File: src/rtl/vga_pkg.sv
// Shared VGA constants: resolutions, derived field widths and the scanner state encoding.
// Latency: n/a (declarations only).
// Backpressure: n/a.
package vga_pkg;

   // 320x240 frame buffer
   localparam int H_RES_320  = 320;
   localparam int V_RES_240  = 240;
   localparam int X_W_320    = 9;
   localparam int Y_W_240    = 8;
   localparam int ADDR_W_320 = 17;

   // 640x480 frame buffer
   localparam int H_RES_640  = 640;
   localparam int V_RES_480  = 480;
   localparam int X_W_640    = 10;
   localparam int Y_W_480    = 9;
   localparam int ADDR_W_640 = 19;

   typedef enum logic [1:0] {
      IDLE = 2'd0,
      LOAD = 2'd1,
      SCAN = 2'd2,
      DONE = 2'd3
   } scan_state_t;

endpackage

File: src/rtl/vga_rect_clip.sv
// Clips a requested rectangle's width/height to the visible screen area.
// Latency: purely combinational.
// Backpressure: none; inputs are already-latched request fields.
module vga_rect_clip #(
   parameter int H_RES = 320,
   parameter int V_RES = 240,
   parameter int X_W   = 9,
   parameter int Y_W   = 8
) (
   input  logic [X_W-1:0] x0,
   input  logic [Y_W-1:0] y0,
   input  logic [X_W-1:0] w,
   input  logic [Y_W-1:0] h,
   output logic [X_W-1:0] w_eff,
   output logic [Y_W-1:0] h_eff
);

   localparam logic [X_W:0] H_LIM = (X_W+1)'(H_RES);
   localparam logic [Y_W:0] V_LIM = (Y_W+1)'(V_RES);

   logic [X_W:0] x_room;
   logic [Y_W:0] y_room;

   // Width shrinks to the columns left of the right edge; an off-screen origin yields zero.
   always_comb begin
      x_room = H_LIM - {1'b0, x0};
      w_eff  = w;
      if ({1'b0, x0} >= H_LIM) begin
         w_eff = '0;
      end else if ({1'b0, w} > x_room) begin
         w_eff = x_room[X_W-1:0];
      end
   end

   // Height shrinks to the lines above the bottom edge; an off-screen origin yields zero.
   always_comb begin
      y_room = V_LIM - {1'b0, y0};
      h_eff  = h;
      if ({1'b0, y0} >= V_LIM) begin
         h_eff = '0;
      end else if ({1'b0, h} > y_room) begin
         h_eff = y_room[Y_W-1:0];
      end
   end

endmodule

File: src/rtl/vga_rect_address_scanner.sv
// Raster-scans a rectangle, emitting x/y/linear address/last per pixel; optional clip via VGA_RECT_CLIP_EN.
// Latency: first beat 2 cycles after accept, then 1 pixel/cycle; done pulses the cycle after the last beat.
// Backpressure: pix_* hold while pix_valid && !pix_ready; start_ready only in IDLE, requests never queued.
module vga_rect_address_scanner
   import vga_pkg::*;
#(
   parameter int H_RES  = H_RES_320,
   parameter int V_RES  = V_RES_240,
   parameter int X_W    = X_W_320,
   parameter int Y_W    = Y_W_240,
   parameter int ADDR_W = ADDR_W_320
) (
   input  logic              clock,
   input  logic              resetn,
   input  logic              start_valid,
   output logic              start_ready,
   input  logic [X_W-1:0]    x0,
   input  logic [Y_W-1:0]    y0,
   input  logic [X_W-1:0]    w,
   input  logic [Y_W-1:0]    h,
   output logic              pix_valid,
   input  logic              pix_ready,
   output logic [X_W-1:0]    pix_x,
   output logic [Y_W-1:0]    pix_y,
   output logic [ADDR_W-1:0] pix_addr,
   output logic              pix_last,
   output logic              busy,
   output logic              done
);

   localparam logic [X_W:0]      X_ONE  = {{X_W{1'b0}}, 1'b1};
   localparam logic [Y_W:0]      Y_ONE  = {{Y_W{1'b0}}, 1'b1};
   localparam logic [ADDR_W-1:0] A_ONE  = {{(ADDR_W-1){1'b0}}, 1'b1};
   localparam logic [ADDR_W-1:0] H_STEP = ADDR_W'(H_RES);

   scan_state_t       state_q, state_d;
   logic [X_W-1:0]    x0_q, x0_d, w_q, w_d;
   logic [Y_W-1:0]    y0_q, y0_d, h_q, h_d;
   // Column/row counters and end bounds carry one extra bit so an oversized
   // unclipped rectangle still terminates instead of wrapping forever.
   logic [X_W:0]      x_end_q, x_end_d, cx_q, cx_d;
   logic [Y_W:0]      y_end_q, y_end_d, cy_q, cy_d;
   logic [ADDR_W-1:0] row_base_q, row_base_d, addr_q, addr_d;
   logic              valid_q, valid_d, last_q, last_d;

   logic [X_W-1:0]    w_eff;
   logic [Y_W-1:0]    h_eff;
   logic [ADDR_W-1:0] row_base_load;

`ifdef VGA_RECT_CLIP_EN
   vga_rect_clip #(
      .H_RES (H_RES),
      .V_RES (V_RES),
      .X_W   (X_W),
      .Y_W   (Y_W)
   ) u_clip (
      .x0    (x0_q),
      .y0    (y0_q),
      .w     (w_q),
      .h     (h_q),
      .w_eff (w_eff),
      .h_eff (h_eff)
   );
`else
   assign w_eff = w_q;
   assign h_eff = h_q;
`endif

   // Only multiply in the design: one constant multiply per rectangle, rows then step by H_RES.
   assign row_base_load = ADDR_W'(y0_q) * H_STEP;

   assign start_ready = (state_q == IDLE);
   assign busy        = (state_q != IDLE);
   assign done        = (state_q == DONE);
   assign pix_valid   = valid_q;
   assign pix_last    = last_q;
   assign pix_x       = cx_q[X_W-1:0];
   assign pix_y       = cy_q[Y_W-1:0];
   assign pix_addr    = addr_q;

   // Next-state and counter update: latch request, set up bounds, then walk the raster.
   always_comb begin
      state_d    = state_q;
      x0_d       = x0_q;
      y0_d       = y0_q;
      w_d        = w_q;
      h_d        = h_q;
      x_end_d    = x_end_q;
      y_end_d    = y_end_q;
      cx_d       = cx_q;
      cy_d       = cy_q;
      row_base_d = row_base_q;
      addr_d     = addr_q;
      valid_d    = valid_q;
      last_d     = last_q;
      case (state_q)
         IDLE: begin
            if (start_valid) begin
               x0_d    = x0;
               y0_d    = y0;
               w_d     = w;
               h_d     = h;
               state_d = LOAD;
            end
         end
         LOAD: begin
            x_end_d    = {1'b0, x0_q} + {1'b0, w_eff} - X_ONE;
            y_end_d    = {1'b0, y0_q} + {1'b0, h_eff} - Y_ONE;
            row_base_d = row_base_load;
            if ((w_eff == '0) || (h_eff == '0)) begin
               state_d = DONE;
            end else begin
               cx_d    = {1'b0, x0_q};
               cy_d    = {1'b0, y0_q};
               addr_d  = row_base_load + ADDR_W'(x0_q);
               valid_d = 1'b1;
               last_d  = (x_end_d == {1'b0, x0_q}) && (y_end_d == {1'b0, y0_q});
               state_d = SCAN;
            end
         end
         SCAN: begin
            if (valid_q && pix_ready) begin
               if (last_q) begin
                  valid_d = 1'b0;
                  last_d  = 1'b0;
                  state_d = DONE;
               end else if (cx_q != x_end_q) begin
                  cx_d   = cx_q + X_ONE;
                  addr_d = addr_q + A_ONE;
                  last_d = (cx_d == x_end_q) && (cy_q == y_end_q);
               end else begin
                  cx_d       = {1'b0, x0_q};
                  cy_d       = cy_q + Y_ONE;
                  row_base_d = row_base_q + H_STEP;
                  addr_d     = row_base_d + ADDR_W'(x0_q);
                  last_d     = (cx_d == x_end_q) && (cy_d == y_end_q);
               end
            end
         end
         DONE: begin
            state_d = IDLE;
         end
         default: begin
            state_d = IDLE;
         end
      endcase
   end

   // State and datapath registers; reset abandons any rectangle in flight.
   always_ff @(posedge clock or negedge resetn) begin
      if (!resetn) begin
         state_q    <= IDLE;
         x0_q       <= '0;
         y0_q       <= '0;
         w_q        <= '0;
         h_q        <= '0;
         x_end_q    <= '0;
         y_end_q    <= '0;
         cx_q       <= '0;
         cy_q       <= '0;
         row_base_q <= '0;
         addr_q     <= '0;
         valid_q    <= 1'b0;
         last_q     <= 1'b0;
      end else begin
         state_q    <= state_d;
         x0_q       <= x0_d;
         y0_q       <= y0_d;
         w_q        <= w_d;
         h_q        <= h_d;
         x_end_q    <= x_end_d;
         y_end_q    <= y_end_d;
         cx_q       <= cx_d;
         cy_q       <= cy_d;
         row_base_q <= row_base_d;
         addr_q     <= addr_d;
         valid_q    <= valid_d;
         last_q     <= last_d;
      end
   end

endmodule

File: config.mk
export PLATFORM = sky130hd
export DESIGN_NAME = vga_rect_address_scanner
export DESIGN_NICKNAME = d
export VERILOG_FILES = /design/src/rtl/vga_pkg.sv /design/src/rtl/vga_rect_clip.sv /design/src/rtl/vga_rect_address_scanner.sv
export SDC_FILE = /design/constraint.sdc
export NUM_CORES = 1
export LEC_CHECK = 0
export BUFFER_PORTS_ARGS = -buffer_cell sky130_fd_sc_hd__buf_4
export CAP_MARGIN = 20
export CORE_ASPECT_RATIO = 0.5
export CORE_MARGIN = 1
export CORE_UTILIZATION = 42
export CTS_CLUSTER_SIZE = 28
export DETAILED_ROUTE_END_ITERATION = 8
export GPL_ROUTABILITY_DRIVEN = 0
export SYNTH_ARGS = -nofsm -noshare
export SYNTH_HDL_FRONTEND = slang
export SYNTH_SLANG_ARGS = --single-unit
export TNS_END_PERCENT = 30
File: constraint.sdc
create_clock -name clock -period 4.1 [get_ports clock]
set_input_delay 0.205 -clock clock [delete_from_list [all_inputs] [get_ports clock]]
set_output_delay 0.205 -clock clock [all_outputs]
set_load 0.1 [all_outputs]
# ---- Word-level counts from Yosys, hierarchy flattened
# Cells that the tools add are included.
dict set report totals {
  mem_bits_rw 0
  elab_cells 90
  mem_bits_ro 0
  ff_bits 110
  mem_count 0
  latchBits 0
  inputBits 38
  out_inout_bits 39
}
dict set report op_classes {
  n_addsub 10
  n_mux 33
  shifts 0
  magnitude_cmp 0
  bitwise_logic 0
  eq_ne 16
  n_mul 1
  n_reduce_logical 17
  div 0
}
# cell count
set ops {}
lappend ops {{$mux W17} 7}
lappend ops {{$pmux W17 S2} 2}
lappend ops {{$mux W10} 4}
lappend ops {{$mux W9} 4}
lappend ops {{$add A17 B9 Y17} 2}
lappend ops {{$pmux W10 S2} 1}
lappend ops {{$eq A9 B9 Y1} 2}
lappend ops {{$pmux W9 S2} 1}
lappend ops {{$add A17 B1 Y17 const B} 1}
lappend ops {{$add A17 B9 Y17 const B} 1}
lappend ops {{$ne A2 B2 Y1 const B} 6}
lappend ops {{$reduce_and A4 Y1} 3}
lappend ops {{$mul A8 B3 Y11 const B} 1}
lappend ops {{$add A10 B1 Y10 const B} 1}
lappend ops {{$add A9 B9 Y10} 1}
lappend ops {{$eq A10 B10 Y1} 1}
lappend ops {{$eq A10 B9 Y1} 1}
lappend ops {{$eq A9 B10 Y1} 1}
lappend ops {{$ne A10 B10 Y1} 1}
lappend ops {{$sub A10 B1 Y10 const B} 1}
lappend ops {{$add A8 B8 Y9} 1}
lappend ops {{$add A9 B1 Y9 const B} 1}
lappend ops {{$eq A9 B8 Y1} 1}
lappend ops {{$logic_not A9 Y1} 1}
lappend ops {{15 further kinds} 31}

# ---- Depth between registers and ports, before layout
dict set report depth {
  word_depth 7
  mapped_depth 13
  mapped_depth_nobuf 13
}

# ---- Worst setup path after synthesis
# OpenSTA, ideal clock, no wires.
dict set report synth_timing {
  path_type {reg-to-reg}
  from {register y0_q[1]}
  to {register last_q (netlist: pix_last)}
  slack_ns 0.784
  period_less_slack_ns 3.316
  path_buffers 0
  setup_time_ns 0.082
  arrival_time_ns 3.234
  path_stages_with_launch 14
  t_required_ns 4.018
  path_cell_list {dfrtp_1 > inv_1 > ha_1 > inv_1 > ha_1 > inv_1 > fa_1 > xor2_1 > nand4_1 > or4_1 > a2111oi_2 > nand4_1 > or4_1 > a22oi_2}
}
dict set report synth_via {
  elab_chain_cells 6
}
# element line
set synth_lines {}
lappend synth_lines {{start: declaration} vga_rect_address_scanner.sv:38} ;# logic [Y_W-1:0] y0_q, y0_d, h_q, h_d;
lappend synth_lines {{start signal: assignment} vga_rect_address_scanner.sv:168} ;# y0_q <= y0_d;
lappend synth_lines {{$add A8 B8 Y9} vga_rect_address_scanner.sv:108} ;# y_end_d = {1'b0, y0_q} + {1'b0, h_eff} - Y_ONE;
lappend synth_lines {{$sub A9 B1 Y9} vga_rect_address_scanner.sv:108}
lappend synth_lines {{$eq A9 B8 Y1 *} vga_rect_address_scanner.sv:117} ;# last_d = (x_end_d == {1'b0, x0_q}) && (y_end_d == {1'b0, y0_q});
lappend synth_lines {{$logic_and A1 B1 Y1 *} vga_rect_address_scanner.sv:117}
lappend synth_lines {{$mux W1 *} vga_rect_address_scanner.sv:110} ;# if ((w_eff == '0) || (h_eff == '0)) begin
lappend synth_lines {{$pmux W1 S2 *} vga_rect_address_scanner.sv:96} ;# case (state_q)
lappend synth_lines {{end signal: assignment} vga_rect_address_scanner.sv:178} ;# last_q <= last_d;
lappend synth_lines {{end: declaration} vga_rect_address_scanner.sv:44} ;# logic valid_q, valid_d, last_q, last_d;
# Every way passes the cells marked *; elsewhere a longest branch is shown, timed or not. The select of a mux whose other input is x is not followed.
# A chain may end at the register's enable or synchronous reset.

# ---- Worst setup path after layout
# Same ends and word-level chain as after synthesis.

==> results by group <==
Setup path
  • CP top delay family: simple AND/OR/NAND/NOR gates
  • Worst Reg-to-Reg Cells: 13
  • CP required: 4.38 ns
  • Crit start category: flop
  • Worst Path Buf+Inv: 3
  • Reg-to-Reg End: pix_last
  • Crit Path Max Fanout: 5
  • Crit path top cell by count: inv_1
  • Critical path capture point type: flop
  • Worst Setup SP: y0_q[1]
  • Flop2flop setup slack: 0.44 ns
  • Setup CP Type: reg2reg
  • Critical Path Max Stage Delay: 0.53 ns
  • R2R Path Start: y0_q[1]
  • Cell breakdown of the critical path: inv_1 > ha_1 > inv_1 > ha_1 > inv_1 > fa_1 > xor2_1 > nand4_1 > or4_1 > a2111oi_2 > nand4_1 > or4_1 > a22oi_2
  • Slowest cell on the critical path: or4_1
  • CP arrival: 3.94 ns

Placement
  • HPWL Detailed: 19.0 mm
  • IO buf count: 76
  • Placed cell count: 1,275

Floorplan
  • Rows: 36
  • Die width: 203 um
  • Initial Utilization: 0.432
  • Core footprint: 19,600 sq um
  • Total die area: 20,800 sq um
  • I/O Pins: 77
  • Die H: 103 um

STA
  • Min cycle time layout: 3.66 ns
  • Slew Viols, Final: 0
  • TNS Setup: 0 ns
  • Final setup skew: 0.0121 ns
  • RSZ-0062 raised after global routing: no
  • Fmax: 0.273 GHz
  • Fin crit share: 0.894
  • Setup Viol. Count Final: 0
  • Worst-Margin Slew: 0.709 ns
  • Final Hold Fails: 0
  • Slew margin rel.: 0.523

Final layout
  • Register area: 2600 sq um
  • Final net count: 1,123
  • Area of the multi-input gates: 5240 sq um
  • Filler cells: 1,944
  • Ant diodes: 0
  • Share of cells above drive strength 1: 0.170
  • Synth-to-layout area growth: 13.0%
  • Fin cells: 1,293

Global route
  • Initial antenna violation count: 0
  • First-pass GRT wire length: 39.1 mm
  • Vias in the first global route: 7,058
  • Total grt overflow: 0
  • Largest net degree at the start of global routing: 76
  • GRT Util Overall: 0.244

Power
  • P per Cell Area: 212 nW/um^2
  • Leakage: 4.37 nW
  • Peak supply drop: 0.000150 V

Clock network
  • CTS Sinks: 104
  • CTS tree: yes
  • Inserted Clock Buffers: 9
  • Skew-Pair Late Insertion Delay: 0.36 ns
  • H-tree levels: 3
  • Clock root cell: clkbuf_16
  • Setup Buffers After CTS: 0
  • Worst-path clk slew: 0.08 ns
  • Clk buf depth: 2

Yosys
  • Area leader, netlist: dfrtp_1
  • Post-Syn Area: 8490 sq um
  • YS warnings: 0
  • Main synth FF type: dfrtp_1
  • Gate Count Post-Synth: 976
  • Register area share after synthesis: 0.307
  • Yosys cell types: 77
  • EDFF count, synth: 0
  • Post-synth top area share: 0.307
  • Syn nets: 1,077
  • Top post-synthesis cells by area: dfrtp_1, ha_1, xnor2_1
  • Yosys reg bits: 104
  • Avg Cell Area, Syn: 8.70 sq um
  • Async S/R FF share, synth: 1.00

Worst hold path
  • Hold WC Path Type: in2reg
  • Hold endpoint: y0_q[7]
  • Worst Hold Path Cells: 2
  • Worst Min Path Start: y0[7]

Run
  • Max-Cap Viols: 0

Run status
  • Outcome: finished clean

Routing
  • Routed wire length per instance: 19.3 um
  • Drt total wl: 25.0 mm
  • DRT iter0 DRCs: 664
  • Drt pass-1 iters: 5
  • Vias/cell: 5.83
  • Via count: 7,539
  • Drt drc: 0
  • Post-route ant nets: 0
## state kept, by name, indices dropped and copies added (netlist names)
register and flops:
pix_addr 17, y0_q 8, pix_valid 1, cy_q 9
cx_q 10, x_end_q 10, h_eff 8, w_eff 9
pix_last 1, x0_q 9, state_q 2, row_base_q 11
y_end_q 9
## cell usage after synthesis, drive strengths merged (4+ instances only)
library cell	n
nand3	26
buf	27
nand2	52
xnor2	68
a31o	4
nand4	23
o21bai	5
or4	5
a221o	5
inv	86
o21a	8
a211oi	13
clkbuf	37
mux2	44
xor2	27
o21ai	59
o41ai	4
nor4	12
a21o	14
o211ai	9
mux2i	4
dfrtp	104
o22ai	16
fa	4
or2	5
and3	15
ha	59
a31oi	7
o31ai	9
a21oi	69
a211o	4
nor3	25
a2111oi	5
nor2b	5
nor2	67
## layout by cell type, fill, tap and decap left out, types with 7 or more instances in the layout
master,n
mux2_2,44
nor4_1,12
and3_1,15
o211ai_1,9
inv_1,86
xnor2_1,66
dfrtp_1,104
nor2_1,67
ha_1,59
o21a_1,8
o22ai_1,16
nor3_1,24
xor2_1,27
buf_4,97
a211oi_1,13
o21ai_0,51
a21o_1,14
a31oi_1,7
a21oi_1,68
nand3_1,26
o21ai_1,8
nand2_1,52
clkbuf_16,9
nand4_1,23
o31ai_1,8
## where the power goes
| part | internal [mW] | switching, mW | total (mW) | leakage (nW) |
|---|---|---|---|---|
| Clock | 0.540 | 0.419 | 0.958 | 0.153 |
| Sequential | 1.02 | 0 | 1.02 | 1.42 |
| Combinational | 0.0264 | 0.0277 | 0.0541 | 2.80 |
## what timing repair did
| item | CTS | global route |
|---|---|---|
| hold buffers | 0 | 1 |
| endpoints found under the hold margin | 0 | 74 |
| resized for setup | 0 | 0 |
## metal layers
metal | part of all wire | global-route usage | vias up
met5 | 0 | 0 | -
met1 | 0.49 | 0.367 | 3682
met4 | 0.011 | 0.0538 | 0
met3 | 0.065 | 0.0395 | 24
met2 | 0.43 | 0.364 | 243
li1 | - | - | 3590
## logic make-up after synthesis
group,count (synthesis),share of synthesized area
flops,104,0.307
mux,48,0.0631
simple gates,255,0.152
compound gates,257,0.198
other cells,1,0.000442
buf+inv,151,0.0777
xor+xnor,96,0.104
fa+ha+maj,64,0.0976
## worst register-to-register path, stage by stage, from the launching register on
cell	delay [ns]
dfrtp_1	0.44
inv_1	0.12
ha_1	0.29
inv_1	0.06
ha_1	0.19
inv_1	0.07
fa_1	0.52
xor2_1	0.18
nand4_1	0.11
or4_1	0.53
a2111oi_2	0.35
nand4_1	0.14
or4_1	0.44
a22oi_2	0.16
## worst max path at each step
stage	endpoint	cells after the start
final	pix_last	13
after global routing	pix_last	13
after detailed placement	pix_last	13
after global placement	pix_last	13
after CTS	pix_last	13
after floorplan	pix_last	13
## area by class of cell
type                            count  share of cell area
Multi-Input combinational cell    721               0.546
Sequential cell                   104               0.271
Timing Repair Buffer               99              0.0798
Tap cell                          266              0.0347
Inverter                           87              0.0346
Clock buffer                       10              0.0239
Clock inverter                      6             0.00939
## stage by stage
step                hold slack [ns]  area [sq um]  setup slack [ns]  utilization  power (mW)
floorplan                   -0.0906          8490             0.784            -        1.05
global placement              0.431          9240             0.600        0.470        1.10
detailed placement            0.428          9240             0.479        0.470        1.10
CTS                          0.0376          9560             0.440        0.487        2.06
global route                 0.0608          9590             0.234        0.489        2.10
finish                       0.0721          9590             0.436        0.489        2.04
(Power assumes the default switching activity.)
